[config.mk]
export PLATFORM = sky130hd
export DESIGN_NAME = irq_handshake_master
export DESIGN_NICKNAME = d
export VERILOG_FILES = /design/src/rtl/irq_hs_pkg.sv /design/src/rtl/hs_watchdog.sv /design/src/rtl/irq_handshake_master.sv
export SDC_FILE = /design/constraint.sdc
export NUM_CORES = 1
export LEC_CHECK = 0
export ABC_AREA = 1
export CAP_MARGIN = 20
export CELL_PAD_IN_SITES_DETAIL_PLACEMENT = 1
export CELL_PAD_IN_SITES_GLOBAL_PLACEMENT = 1
export CORE_MARGIN = 4
export CORE_UTILIZATION = 30
export CTS_BUF_LIST = sky130_fd_sc_hd__clkbuf_4 sky130_fd_sc_hd__clkbuf_8 sky130_fd_sc_hd__clkbuf_16
export DETAILED_ROUTE_END_ITERATION = 8
export PLACE_DENSITY_LB_ADDON = 0.1
export SYNTH_ARGS = -nofsm -noshare
export SYNTH_HDL_FRONTEND = slang
export SYNTH_SLANG_ARGS = --single-unit
[constraint.sdc]
create_clock -name clk -period 2.3 [get_ports clk]
set_clock_uncertainty 0.05 [all_clocks]
set_input_delay 0.46 -clock clk [delete_from_list [all_inputs] [get_ports clk]]
set_output_delay 0.46 -clock clk [all_outputs]
set_load 0.05 [all_outputs]
[src/rtl/irq_hs_pkg.sv]
// rtl/irq_hs_pkg.sv - shared state encoding and default watchdog sizing for irq_handshake_master
package irq_hs_pkg;

  typedef logic [1:0] hs_state_t;

  localparam hs_state_t IDLE  = 2'd0;
  localparam hs_state_t ISSUE = 2'd1;
  localparam hs_state_t RUN   = 2'd2;
  localparam hs_state_t ACK   = 2'd3;

  localparam int          IRQ_HS_TO_W    = 16;
  localparam int unsigned IRQ_HS_TIMEOUT = 32'h0000_FFFF;

endpackage

[src/rtl/hs_watchdog.sv]
// rtl/hs_watchdog.sv - cycle watchdog for irq_handshake_master, expires at count TIMEOUT-1
module hs_watchdog #(
  parameter int          TO_W    = 16,
  parameter int unsigned TIMEOUT = 32'h0000_FFFF
) (
  input  logic clk,
  input  logic rst,
  input  logic clr,
  input  logic en,
  output logic expired
);

  localparam logic [TO_W-1:0] LAST = TO_W'(TIMEOUT - 1);

  logic [TO_W-1:0] cnt;

  assign expired = (cnt == LAST);

  // Holds at the terminal count; the owning FSM leaves its waiting state on expiry.
  always_ff @(posedge clk) begin
    if (rst || clr) begin
      cnt <= '0;
    end else if (en && !expired) begin
      cnt <= cnt + TO_W'(1);
    end
  end

endmodule

[src/rtl/irq_handshake_master.sv]
// rtl/irq_handshake_master.sv - start/ack/irq_start/irq_done initiator running N back-to-back jobs
// Optional IRQ_HS_CYCLE_CNT_EN adds last_lat, the start-to-irq_done latency of the latest run.
module irq_handshake_master
  import irq_hs_pkg::*;
#(
  parameter int          CNT_W   = 8,
  parameter int          TO_W    = IRQ_HS_TO_W,
  parameter int unsigned TIMEOUT = IRQ_HS_TIMEOUT
) (
  input  logic             clk,
  input  logic             rst,
  input  logic             cmd_valid,
  output logic             cmd_ready,
  input  logic [CNT_W-1:0] cmd_runs,
  output logic             start,
  output logic             ack,
  input  logic             irq_start,
  input  logic             irq_done,
  output logic             busy,
  output logic             done,
  output logic             err_timeout,
  output logic [CNT_W-1:0] runs_done
`ifdef IRQ_HS_CYCLE_CNT_EN
  ,
  output logic [31:0]      last_lat
`endif
);

  hs_state_t        state;
  hs_state_t        state_nxt;
  logic [CNT_W-1:0] remaining;
  logic             accept;
  logic             waiting;
  logic             expired;
  logic             timeout_hit;
  logic             ack_exit;
  logic             wd_clr;

  assign cmd_ready   = (state == IDLE);
  assign busy        = (state != IDLE);
  assign accept      = cmd_valid && cmd_ready;
  assign waiting     = (state == ISSUE) || (state == RUN);
  assign timeout_hit = waiting && expired;
  assign ack_exit    = (state == ACK) && !irq_done && !irq_start;
  // Clearing on every transition restarts the watchdog for each wait phase.
  assign wd_clr      = (state_nxt != state) || (state == IDLE);

  always_comb begin
    state_nxt = state;
    case (state)
      IDLE: begin
        if (accept && (cmd_runs != '0)) state_nxt = ISSUE;
      end
      ISSUE: begin
        if (expired)        state_nxt = IDLE;
        else if (irq_done)  state_nxt = ACK;
        else if (irq_start) state_nxt = RUN;
      end
      RUN: begin
        if (expired)       state_nxt = IDLE;
        else if (irq_done) state_nxt = ACK;
      end
      default: begin
        if (ack_exit) state_nxt = (remaining == CNT_W'(1)) ? IDLE : ISSUE;
      end
    endcase
  end

  hs_watchdog #(
    .TO_W    (TO_W),
    .TIMEOUT (TIMEOUT)
  ) u_watchdog (
    .clk     (clk),
    .rst     (rst),
    .clr     (wd_clr),
    .en      (waiting),
    .expired (expired)
  );

  always_ff @(posedge clk) begin
    if (rst) begin
      state       <= IDLE;
      start       <= 1'b0;
      ack         <= 1'b0;
      done        <= 1'b0;
      err_timeout <= 1'b0;
      runs_done   <= '0;
      remaining   <= '0;
    end else begin
      state <= state_nxt;
      start <= (state_nxt == ISSUE);
      ack   <= (state_nxt == ACK);
      done  <= 1'b0;
      if (accept) begin
        runs_done   <= '0;
        remaining   <= cmd_runs;
        err_timeout <= 1'b0;
        if (cmd_runs == '0) done <= 1'b1;
      end
      if (timeout_hit) begin
        err_timeout <= 1'b1;
        done        <= 1'b1;
      end
      if (ack_exit) begin
        runs_done <= runs_done + CNT_W'(1);
        remaining <= remaining - CNT_W'(1);
        if (remaining == CNT_W'(1)) done <= 1'b1;
      end
    end
  end

`ifdef IRQ_HS_CYCLE_CNT_EN
  logic [31:0] lat_cnt;
  logic [31:0] lat_inc;

  assign lat_inc = (lat_cnt == 32'hFFFF_FFFF) ? lat_cnt : lat_cnt + 32'd1;

  // lat_cnt restarts on the edge that raises start; the ACK-entry edge counts too.
  always_ff @(posedge clk) begin
    if (rst) begin
      lat_cnt  <= '0;
      last_lat <= '0;
    end else begin
      if ((state_nxt == ISSUE) && (state != ISSUE)) begin
        lat_cnt <= '0;
      end else if (waiting) begin
        lat_cnt <= lat_inc;
      end
      if (waiting && !expired && (state_nxt == ACK)) begin
        last_lat <= lat_inc;
      end
    end
  end
`endif

endmodule

==> metrics.cfg <==
[finish]
utilization_pct=38.6
multiInputGateArea_mm2=0.00139
seqCellArea_um2=761
layout.nets=399
instances_no_fill=479
syn_to_final_growth_pct=25.6
diodes=0
drive_above_1_share_pct=13.8
fillers=983

[logic_synthesis]
ys_seq_elements=38
syn_inst=338
synthDistinctLibCells=37
yosys_warnings=0
yosysSeqAreaShare_pct=32.0
avgSynthCellArea_um2=7.04
synthesis.nets=361
synth.cell_area_mm2=0.00238

[timing]
max_slew.worst_pin.slew_ns=0.497
rsz0062_at_grt=false
holdWs_ns=0.419
slew_viol_final=0
setup_viol_count_final=0
fin_crit_sh_pct=90.7
fmax_mhz=480
hold_viol_final=0
maxSlewHeadroom_pct=66.8
setup_tns_ns=0
period_minus_slack_ns=2.09

[setup_path]
cpPeakStageDelay_ns=0.38
crit_path_start_kind=register
crit_type=register to register
critical_path.endpoint_type=register
crit_chain=inv_1 > ha_2 > nand2_1 > o21bai_1 > nand2_1 > nand3_2 > nand2_2 > nor2_4 > nand2_4 > buf_12 > nor2_1
worstPathMaxFanout=8
cp_top_family=simple AND/OR/NAND/NOR gates
path_buf_inv=2
worst_ep_required_time_ns=2.48
cp.arrival_ns=2.27
crit_slowest_cell=dfxtp_1
cp_common_cell=nand2_1

[routing]
drt_iter0_markers=36
ant_nets=0
drt_pass1_iterations=4
wirelength_um=6210
vias=2189
drc=0
wl_per_cell_um=13.0
avgViaCountPerCell=4.57

[grt]
track_usage_pct=13.4
antenna_found_initial=0
grt_max_degree=19
grt_pass1_wl_um=10400
gr-total-overflow=0
grt_pass1_vias=2183

[placement]
gp_congestion=0.828
place_inst=471
io_buffers=26
dp_hpwl_um=4790

[clock_tree]
clockBufferDepth=2
cts_tree=built
holdBufCountCts=0
ctsRootBufferMaster=clkbuf_8
path_clk_slew_ns=0.09
cts_max_level=2
cts_resized=0
cts_buffers=5
clock_latency_ns=0.30
clock_sinks=38
cts_setup_buffers=0

[floorplan]
die-area_mm2=0.00942
initial_core_util_pct=30.8
row_count=32
pin_count=27
fp.dieW_um=97.0
die_height_um=97.0
coreArea_mm2=0.00773

[run]
maxCapViolCount=0

[power_and_ir_drop]
p_per_area_mw_per_mm2=925
finalPower_mw=2.76
leakage_nw=1.15
irDropWorstVdd_v=0.000489

[run_status]
status=finished, final reports clean

[worst_hold_path]
hold_path_class=register to register

## per-layer routing
metal | vias to the layer above | part of all wire [%] | global-route usage (%)
met2 | 35 | 48 | 23.0
li1 | 1133 | - | -
met3 | 2 | 3.5 | 2.74
met5 | - | 0 | 0
met1 | 1019 | 48 | 17.3
met4 | 0 | 0.37 | 2.59
## layout by cell type (no fill, tap or decap), types with 8 or more instances in the layout
master,n
nand2_1,79
nor2_1,45
inv_1,44
dfxtp_1,38
clkdlybuf4s50_1,24
nand3_1,15
o21ai_0,14
xor2_1,13
nor2_4,12
buf_4,11
ha_1,9
a21oi_1,8
## per-stage QoR
stage | setup slack [ns] | instance area (um^2)
3_5_place_dp | 0.0303 | 2840
3_3_place_gp | 0.0944 | 2840
2_1_floorplan | 0.0304 | 2380
5_1_grt | 0.0109 | 2990
6_report | 0.215 | 2990
4_1_cts | 0.183 | 2990
## report_power, final
group / switching (mW) / internal, mW
clock: 0.265 / 0.463
combinational: 0.794 / 0.472
sequential: 0.0512 / 0.716
## area by class of cell
| cell class | instances | area share, % |
|---|---|---|
| tap | 102 | 4.27 |
| clock inverter | 2 | 2.01 |
| multi-input combinational | 245 | 46.6 |
| sequential | 38 | 25.5 |
| clock buffer | 6 | 2.76 |
| timing repair buffer | 38 | 12.8 |
| inverter | 48 | 6.03 |
## worst min-delay path: stages (launching register included)
cell	delay, ns
dfxtp_1	0.32
nand2_1	0.06
a21oi_1	0.05
## kinds of logic (layout without fill, tap and decap cells)
group	Yosys count	in the layout	share of synthesized area (%)
xor+xnor	18	18	6.63
fa+ha+maj	10	10	5.26
flops	38	38	32.0
compound gates	40	40	10.4
simple gates	176	176	35.7
mux	1	1	0.421
buf+inv	55	94	9.57
## state kept, by name, indices dropped and copies added (netlist names)
register,flops
u_watchdog.cnt,16
remaining,8
runs_done,8
state,2
ack,1
done,1
err_timeout,1
start,1
## cells in the mapped netlist, drive strengths merged
cell,n,share of area (%)
o211ai,1,0.32
clkinv,1,0.16
nor2,58,13
nor3b,5,1.6
inv,47,7.4
xnor2,5,1.8
clkbuf,1,0.16
nand3,16,3.6
a31oi,6,1.6
o311ai,1,0.37
o31ai,2,0.63
nand2,87,15
mux2i,1,0.42
nand4,3,0.79
dfxtp,38,32
a221oi,1,0.37
xor2,13,4.8
o21ai,18,4.1
a21oi,9,2.4
nor4,1,0.26
o21bai,1,0.32
buf,6,1.8
nor3,6,1.5
o2bb2ai,1,0.37
ha,10,5.3
## path summary, 6_finish.rpt
check | startpoint | to | slack (ns) | depth (start not counted)
max | state[0] | u_watchdog.cnt[2] | 0.21 | 11
min reg2reg | err_timeout | err_timeout | 0.42 | 2
max reg2reg | state[0] | u_watchdog.cnt[2] | 0.21 | 11
min | err_timeout | err_timeout | 0.42 | 2
Note: power is estimated with default switching activity, not from simulation.
